--- src/rtl/irq_request_latch.sv ---
`default_nettype none
// ============================================================================
// Module   : irq_request_latch
// Brief    : Edge-latches four IRQ lines, feeds the priority encoder and hands
//            the winner to the core over valid/ack. IRQ_LATCH_SYNC_EN adds a
//            2-flop input synchroniser.
// Revision : 1.0 - initial release
// ============================================================================
module irq_request_latch #(
  parameter int CHANNELS = 4,
  parameter int CODE_W   = 3
) (
  input  logic                clk,
  input  logic                rst,
  input  logic [CHANNELS-1:0] irq_in,
  input  logic [CHANNELS-1:0] mask,
  output logic [CHANNELS-1:0] pend_out,
  input  logic [CODE_W-1:0]   enc_code,
  output logic                irq_valid,
  output logic [CODE_W-2:0]   irq_id,
  input  logic                irq_ack,
  output logic [CHANNELS-1:0] overrun,
  input  logic                clr_overrun
);

  localparam logic [0:0] c_IDLE    = 1'b0;
  localparam logic [0:0] c_PRESENT = 1'b1;

  logic [CHANNELS-1:0] w_s;
  logic [CHANNELS-1:0] r_prev;
  logic [CHANNELS-1:0] w_edge;
  logic [CHANNELS-1:0] w_clr;
  logic [CHANNELS-1:0] r_pend;
  logic [CHANNELS-1:0] r_ovr;
  logic [0:0]          r_state;
  logic [CODE_W-2:0]   r_irq_id;
  logic                w_ack;

`ifdef IRQ_LATCH_SYNC_EN
  logic [CHANNELS-1:0] r_sync1;
  logic [CHANNELS-1:0] r_sync2;

  always_ff @(posedge clk or posedge rst) begin
    if (rst) begin
      r_sync1 <= '0;
      r_sync2 <= '0;
    end else begin
      r_sync1 <= irq_in;
      r_sync2 <= r_sync1;
    end
  end

  assign w_s = r_sync2;
`else
  assign w_s = irq_in;
`endif

  assign w_edge = w_s & ~r_prev;
  assign w_ack  = (r_state == c_PRESENT) && irq_ack;

  always_comb begin
    w_clr = '0;
    for (int i = 0; i < CHANNELS; i++) begin
      w_clr[i] = w_ack && (r_irq_id == i[CODE_W-2:0]);
    end
  end

  // A fresh edge wins over a same-cycle ack clear; the acked request is then
  // not counted as an overrun because the old instance was just consumed.
  always_ff @(posedge clk or posedge rst) begin
    if (rst) begin
      r_prev <= '0;
      r_pend <= '0;
      r_ovr  <= '0;
    end else begin
      r_prev <= w_s;
      r_pend <= (r_pend & ~w_clr) | w_edge;
      r_ovr  <= (clr_overrun ? '0 : r_ovr) | (w_edge & r_pend & ~w_clr);
    end
  end

  always_ff @(posedge clk or posedge rst) begin
    if (rst) begin
      r_state  <= c_IDLE;
      r_irq_id <= '0;
    end else begin
      case (r_state)
        c_IDLE: begin
          if (enc_code[CODE_W-1]) begin
            r_irq_id <= enc_code[CODE_W-2:0];
            r_state  <= c_PRESENT;
          end
        end
        c_PRESENT: begin
          if (irq_ack) begin
            r_state <= c_IDLE;
          end
        end
        default: r_state <= c_IDLE;
      endcase
    end
  end

  assign pend_out  = r_pend & ~mask;
  assign irq_valid = (r_state == c_PRESENT);
  assign irq_id    = r_irq_id;
  assign overrun   = r_ovr;

endmodule
`default_nettype wire

--- config.mk ---
export PLATFORM = sky130hd
export DESIGN_NAME = irq_request_latch
export DESIGN_NICKNAME = d
export VERILOG_FILES = /design/src/rtl/irq_request_latch.sv
export SDC_FILE = /design/constraint.sdc
export NUM_CORES = 1
export LEC_CHECK = 0
export CORE_MARGIN = 4
export CORE_UTILIZATION = 43
export CTS_CLUSTER_SIZE = 20
export DETAILED_ROUTE_END_ITERATION = 16
export HOLD_SLACK_MARGIN = 0.02
export PLACE_DENSITY = 0.81
export RECOVER_POWER = 100
export SKIP_LAST_GASP = 1
export SLEW_MARGIN = 15
export SYNTH_ARGS = -nofsm -noshare
export SYNTH_HDL_FRONTEND = slang
export SYNTH_SLANG_ARGS = --single-unit
--- constraint.sdc ---
create_clock -name clk -period 2.1 [get_ports clk]
set_input_delay 0.21 -clock clk [delete_from_list [all_inputs] [get_ports clk]]
set_output_delay 0.21 -clock clk [all_outputs]
set_load 0.005 [all_outputs]
# After elaboration in Yosys (flattened, before gate mapping)
# Cells that the tools add are included.
# word_totals
regBits	15
input_bits	15
out_inout_bits	11
elab_cells	30
# op_classes
eq_ne	3
mux	4
bitwise_logic	11
reduce_logical	7
# ops
op	n
bitwise AND 4 bit	5
inverter 4 bit	3
OR 4 bit	2
logical AND 1 bit	5
== test 2 bit (second input constant)	2
2-to-1 mux 4 bit	1
== test 2 x 1 -> 1 bit (second input constant)	1
zero test 2 bit	1
2-to-1 mux 1 bit	2
one-hot mux 1 bit (2 select lines)	1
AND reduction 2 bit	1
inverter 1 bit	1

# Longest topological paths before layout
# depth
ltp_word	5
ltp_mapped	2
mapped_depth_nobuf	2

# Worst setup path after synthesis
# No wires, ideal clock.
# synth_path
path_type	reg2reg
startpoint	register r_state, in the netlist irq_valid
endpoint	register r_irq_id[0], in the netlist irq_id[0]
setup_ns	0.128
arrival_time_ns	0.902
required_time_ns	1.972
setup_slack_ns	1.071
stages_incl_launch_ff	3
n_path_buf	0
synth_period_minus_slack_ns	1.029
cell_sequence	dfrtp_1 nor2b_2 mux2_1
# synth_via
elab_chain_len	2
# synth_lines
item	line_no	source
from (decl)	35	logic [0:0] r_state;
from (signal assigned)	84	r_state <= c_IDLE;
from (signal assigned)	91	r_state <= c_PRESENT;
from (signal assigned)	96	r_state <= c_IDLE;
inverter 1 bit (no source line)	--	
AND reduction 2 bit (no source line)	--	
to (signal assigned)	90	r_irq_id <= enc_code[CODE_W-2:0];
to (decl)	36	logic [CODE_W-2:0] r_irq_id;
# Every way passes these cells.
# A chain may end at the register's enable or synchronous reset.

# Worst setup path after layout
# layout_path
startpoint	register r_pend[3]
endpoint	output port pend_out[3]
# layout_via
elab_chain_len	1
# layout_lines
item	line_no	source
from (decl)	33	logic [CHANNELS-1:0] r_pend;
from (signal assigned)	77	r_pend <= (r_pend & ~w_clr) | w_edge;
bitwise AND 4 bit	104	assign pend_out = r_pend & ~mask;
to (decl)	17	output logic [CHANNELS-1:0] pend_out,
# Every way passes these cells.

==> results.sh <==
export IMPL_tightest_slew_ns=0.559
export IMPL_synth_most_common_cell="dfrtp_1"
export IMPL_cp_arrival_ns=1.36
export IMPL_swShare_pct=25.6
export IMPL_grt_overflow_total=0
export IMPL_crit_required_ns=1.89
export IMPL_cp_end_kind="output port"
export IMPL_r2r_end="irq_id[0]"
export IMPL_hold_class="in -> async"
export IMPL_drc=0
export IMPL_syn_inst=48
export IMPL_io_pins=26
export IMPL_synth_edff_count=0
export IMPL_synth_top_area_share_pct=61.0
export IMPL_period_minus_slack_ns=1.57
export IMPL_holdWs_ns=0.413
export IMPL_drive_gt1_share_pct=3.90
export IMPL_grt_antenna_before_repair=0
export IMPL_syn_area_um2=616
export IMPL_yosys_warnings=0
export IMPL_vias_per_cell=5.03
export IMPL_numCtsBuffers=3
export IMPL_switchingPower_uw=174
export IMPL_dr_pass1_iters=5
export IMPL_die_width_um=45.8
export IMPL_htreeDepth=1
export IMPL_synth_largest_area_cell="dfrtp_1"
export IMPL_reg2reg_from="irq_valid"
export IMPL_dieHeight_um=45.8
export IMPL_power_density_nw_per_um2=765
export IMPL_insertion_delay_ns=0.27
export IMPL_wl_per_cell_um=13.9
export IMPL_numPortBuffers=25
export IMPL_path_max_fanout=3
export IMPL_antenna_left=0
export IMPL_reg2reg_slack_ns=0.94
export IMPL_drtIter0Drc=2
export IMPL_skew_ns=0.00710
export IMPL_tritoncts="built"
export IMPL_place_hpwl_mm=1.03
export IMPL_core_area_um2=1320
export IMPL_synth_area_leaders="dfrtp_1 (61%), o41ai_2 (7.9%), inv_1 (5.5%)"
export IMPL_finalCritPeriodShare_pct=74.8
export IMPL_post_cts_resized=0
export IMPL_placedCellCount=88
export IMPL_routed_wirelength_mm=1.28
export IMPL_p_clk_share_pct=23.6
export IMPL_grt_pass1_wl_mm=2.15
export IMPL_synthDistinctLibCells=15
export IMPL_outcome="finished clean"
export IMPL_start_util_pct=46.7
export IMPL_startpoint="r_pend[3]"
export IMPL_max_freq_mhz=637
export IMPL_layout_nets=93
export IMPL_ys_flop_type="dfrtp_1"
export IMPL_postCtsHoldBufs=0
export IMPL_synthTopCellsByCount="dfrtp_1 (15), inv_1 (9)"
export IMPL_power_leakage_uw=0.000428
export IMPL_hold_violations=0
export IMPL_start_kind="flip-flop"
export IMPL_power_total_uw=678
export IMPL_vias=463
export IMPL_timing_final_max_slew_violations=0
export IMPL_clock_sinks=15
export IMPL_grt_pass1_vias=521
export IMPL_place_congestion=0.640
export IMPL_diodes=0
export IMPL_path_clk_slew_ns=0.09
export IMPL_cts_root_buf="clkbuf_4"
export IMPL_rows=13
export IMPL_clk_path_buf_depth=2
export IMPL_worstSetupPathType="reg -> out"
export IMPL_utilization_pct=67.2
export IMPL_grt_setup_unrepaired="false"
export IMPL_crit_path_end="pend_out[3]"
export IMPL_setup_viol=0
export IMPL_peakVddDrop_uv=595
export IMPL_synth_nets=63
export IMPL_syn_avg_cell_area_um2=12.8
export IMPL_fin_tns_setup_ns=0
export IMPL_ff2ff_path_depth=2
export IMPL_die_area_um2=2100
export IMPL_post_cts_setup_buffers=0
export IMPL_grt_max_degree=16
export IMPL_final_cells=92
export IMPL_max_cap_viol_count=0
export IMPL_syn_to_final_growth_pct=43.9
export IMPL_p_int_uw=504
export IMPL_yosysSeqAreaShare_pct=61.0
export IMPL_async_reset_ff_share_pct=100
export IMPL_slew_limit_headroom_pct=62.7
export IMPL_p_comb_share_pct=23.4
export IMPL_p_seq_share_pct=53.0
export IMPL_track_usage_pct=14.4
export IMPL_ys_seq_elements=15
==> critical path, stage by stage (launching register included) <==
cell and delay [ns]:
dfrtp_1 0.40, nor2b_1 0.13, dlygate4sd3_1 0.57
==> per-stage QoR <==
step           setup slack, ns  instance area, um2
4_1_cts                  0.577                 911
3_5_place_dp             0.658                 885
3_3_place_gp             0.678                 885
5_1_grt                  0.461                 886
2_1_floorplan             1.07                 616
6_report                 0.530                 886
==> cell type report <==
cell class / instances / area, um2
Inverter: 9 / 33.8
Multi-Input combinational cell: 24 / 181
Timing Repair Buffer: 25 / 250
Tap cell: 15 / 18.8
Fill cell: 109 / 432
Clock buffer: 4 / 26.3
Sequential cell: 15 / 375
==> power groups by stage <==
stage                     Sequential [uW]  Combinational [uW]  Clock [uW]
after floorplan                       363                73.2           0
after global placement                365                 181           0
after detailed placement              367                 185           0
after CTS                             362                 187         168
after global routing                  366                 175         180
final                                 359                 159         160
==> placed cells by master, fill, tap and decap left out, types with 2 or more instances in the layout <==
cell / netlist / routed
and4b_1: 2 / 2
clkbuf_4: 0 / 3
clkdlybuf4s50_1: 0 / 9
dfrtp_1: 15 / 15
dlygate4sd3_1: 0 / 16
inv_1: 9 / 9
mux2_1: 2 / 2
nand2b_1: 3 / 3
nor2_1: 3 / 3
nor2b_1: 2 / 3
o22ai_1: 3 / 3
o41ai_1: 0 / 3
==> state kept, by name, summed over array words and instances (netlist names) <==
register and cells:
irq_id 2, irq_valid 1, overrun 4, r_pend 4, r_prev 4
==> how the worst min path moves through the flow <==
| stage | start | endpoint | slack, ns | depth (start not counted) |
|---|---|---|---|---|
| finish | rst | overrun[3] | 0.41 | 2 |
| CTS | rst | overrun[1] | 0.29 | 2 |
| detailed placement | r_prev[1] | overrun[1] | 0.46 | 1 |
| floorplan | rst | irq_id[0] | 0.11 | 1 |
| global route | rst | r_pend[1] | 0.46 | 2 |
| global placement | r_prev[1] | overrun[1] | 0.46 | 1 |
==> per-layer routing <==
layer	global-route usage, %	part of all wire, %
met4	3.41	0
met2	25.3	50
met3	4.74	8.1
met5	0	0
met1	16.6	41
==> cells by family (layout without fill, tap and decap cells) <==
kind of cell	count (synthesis)	in the layout	synth area share [%]
AOI/OAI and AO/OA	9	9	15.2
buffers and inverters	9	38	5.49
DFF	15	15	61.0
muxes	2	2	3.66
and+or+nand+nor	13	13	14.6
Power figures use the tool's default switching activity.
==> variant (same settings) <==
Build with the macro `IRQ_LATCH_SYNC_EN` defined.
--- a/src/rtl/irq_request_latch.sv
+++ b/src/rtl/irq_request_latch.sv
@@ -7,4 +7,6 @@
 // Revision : 1.0 - initial release
 // ============================================================================
+`define IRQ_LATCH_SYNC_EN
+
 module irq_request_latch #(
   parameter int CHANNELS = 4,
Check against the original RTL: not equivalent (a bounded check fails within 4 cycles, from zero or initial values and one cycle with rst high).
==> variant against the unedited design <==
- routed wire length is 9.3% higher
- critical path type unchanged
- via count is 14% higher
- sequential share of layout area is 9.8 points higher
- area after synthesis is 33% higher
- total power increased by 30%
- sequential power rose by 46%
- largest cell class unchanged
- first-iteration DRC count increased to 2.5 times the old value
- fmax decreased by 3.8%
- design area rose by 25%
- clock power up 23%
- synthesized cell count rose by 17%
- largest power group unchanged
- setup slack got worse by 0.061 ns
- sequential cell count is 8 higher
==> variant: results (changes against the unedited design) <==
| Metric | Value |
|---|---|
| Status | `complete, no violations` |
| Total iterations of the first detailed-routing run | `4 (-1)` |
| RR Startpoint | `irq_valid` |
| Final net count | `102 (+9.7%)` |
| Post-CTS resize count | `0 (unchanged)` |
| Arr. time, crit path | `1.42 ns (+0.06 ns)` |
| Synth warn | `0 (unchanged)` |
| First-pass GRT wire length | `2440 microns (+13%)` |
| Post-synth ARST share | `1.00 (unchanged)` |
| Post-Place Worst Slack | `0.663 ns (+0.00537 ns)` |
| # fillers | `144 (+32%)` |
| Clock-pin slew on the worst setup and hold paths | `0.13 ns (+0.04 ns)` |
| Root buf cell | `clkbuf_4` |
| Synth area leaders | `dfrtp_1, o41ai_2, inv_1` |
| Synth cell count leaders | `dfrtp_1, inv_1` |
| Unique masters post-synth | `15 (unchanged)` |
| Placed inst area | `0.00110 sq mm (+25%)` |
| Area growth syn-to-layout | `35.3%` |
| Register area share after synthesis | `0.706 (+0.0958)` |
| Worst min path class | `flip-flop to flip-flop` |
| Hpwl dp | `1090 microns (+6.3%)` |
| Cell family with most CP delay | `buffers and inverters` |
| Initial detailed-routing violation count | `5 (+3)` |
| CP max FO | `3 (unchanged)` |
| Leak Pwr | `0.526 nW (+23%)` |
| Vias per cell | `4.77 (-5.1%)` |
| Layout cells sized above 1 | `0.0465 (+0.00755)` |
| Worst-case vdd ir drop | `545 uV (-8.3%)` |
| Hold EP | `r_sync2[1]` |
| Slew Limit Headroom | `0.226 (-0.401)` |
| Cells after Synth | `56 (+17%)` |
| Vias in the first global route | `564 (+8.3%)` |
| Routability cong. | `0.694 (+8.4%)` |
| Detailed-route wire length | `1390 microns (+9.3%)` |
| Capture point of the worst reg-to-reg path | `irq_id[1]` |
| H-tree depth | `1 (unchanged)` |
| Critical Path Max Stage Delay | `0.57 ns (about the same)` |
| Worst Skew | `0.00899 ns (+0.00189 ns)` |
| Hold Startpoint | `r_sync1[1]` |
| Clk buf depth | `2 (unchanged)` |
| TritonCTS buffer count | `3 (unchanged)` |
| Reg2reg setup slack | `0.92 ns (-0.02 ns)` |
| Hold Path Stages | `0` |
| Switch Pwr | `0.218 mW (+26%)` |
| Gr usage total | `0.127 (-0.0168)` |
| Syn Nets | `71 (+13%)` |
| Clock latency on the worst-skew pair | `0.30 ns (+0.03 ns)` |
| DIE AREA | `0.00266 sq mm (+27%)` |
| Pin count of the biggest net entering global routing | `24 (+8)` |
variant: changes by cell type in the layout (fill, tap and decap cells not counted):
cell and change:
dfrtp_1 +8, clkinv_2 +1
variant: power groups by stage:
stage / Sequential, mW / Clock [mW] / Combinational [mW]
CTS: 0.528 / 0.202 / 0.189
finish: 0.524 / 0.197 / 0.161
global route: 0.534 / 0.223 / 0.177
global placement: 0.532 / 0 / 0.182
floorplan: 0.530 / 0 / 0.0753
detailed placement: 0.536 / 0 / 0.188
variant: stage by stage:
step | instances | hold slack (ns)
after global routing | 111 | 0.372
after global placement | 107 | 0.334
after floorplan | 56 | 0.212
after detailed placement | 107 | 0.336
final | 111 | 0.361
after CTS | 111 | 0.229
variant: layout make-up:
class	count	share of cell area
Clock buffer	3	0.0204
Sequential cell	23	0.522
Tap cell	25	0.0283
Timing Repair Buffer	26	0.230
Multi-Input combinational cell	24	0.164
Clock inverter	1	0.00454
Inverter	9	0.0306
variant: worst register-to-register path, cell delays in order, from the launching register on:
cell and delay (ns):
dfrtp_1 0.47, nor2b_1 0.25, mux2_1 0.35
variant: worst max-delay path by stage:
| stage | start | end | slack [ns] | depth (start not counted) |
|---|---|---|---|---|
| after floorplan | irq_valid | irq_id[0] | 1.07 | 2 |
| after global placement | mask[3] | pend_out[3] | 0.68 | 3 |
| after detailed placement | mask[3] | pend_out[3] | 0.66 | 3 |
| after CTS | irq_valid | irq_valid | 0.54 | 1 |
| after global routing | r_pend[3] | pend_out[3] | 0.39 | 2 |
| final | r_pend[3] | pend_out[3] | 0.47 | 2 |
variant: cell families (layout without fill, tap and decap cells):
family                 Yosys count  after routing  synth area share
multiplexers                     2              2            0.0276
buffers and inverters            9             39            0.0414
AO/OA/AOI/OAI                    9              9             0.115
AND/OR/NAND/NOR                 13             13             0.110
flip-flops                      23             23             0.706
variant: routing by layer:
metal / part of all wire / routed length, microns / global-route usage
met1: 0.42 / 591 / 0.147
met2: 0.50 / 690 / 0.212
met3: 0.069 / 96 / 0.0287
met4: 0.010 / 14 / 0.0786
met5: 0 / 0 / 0
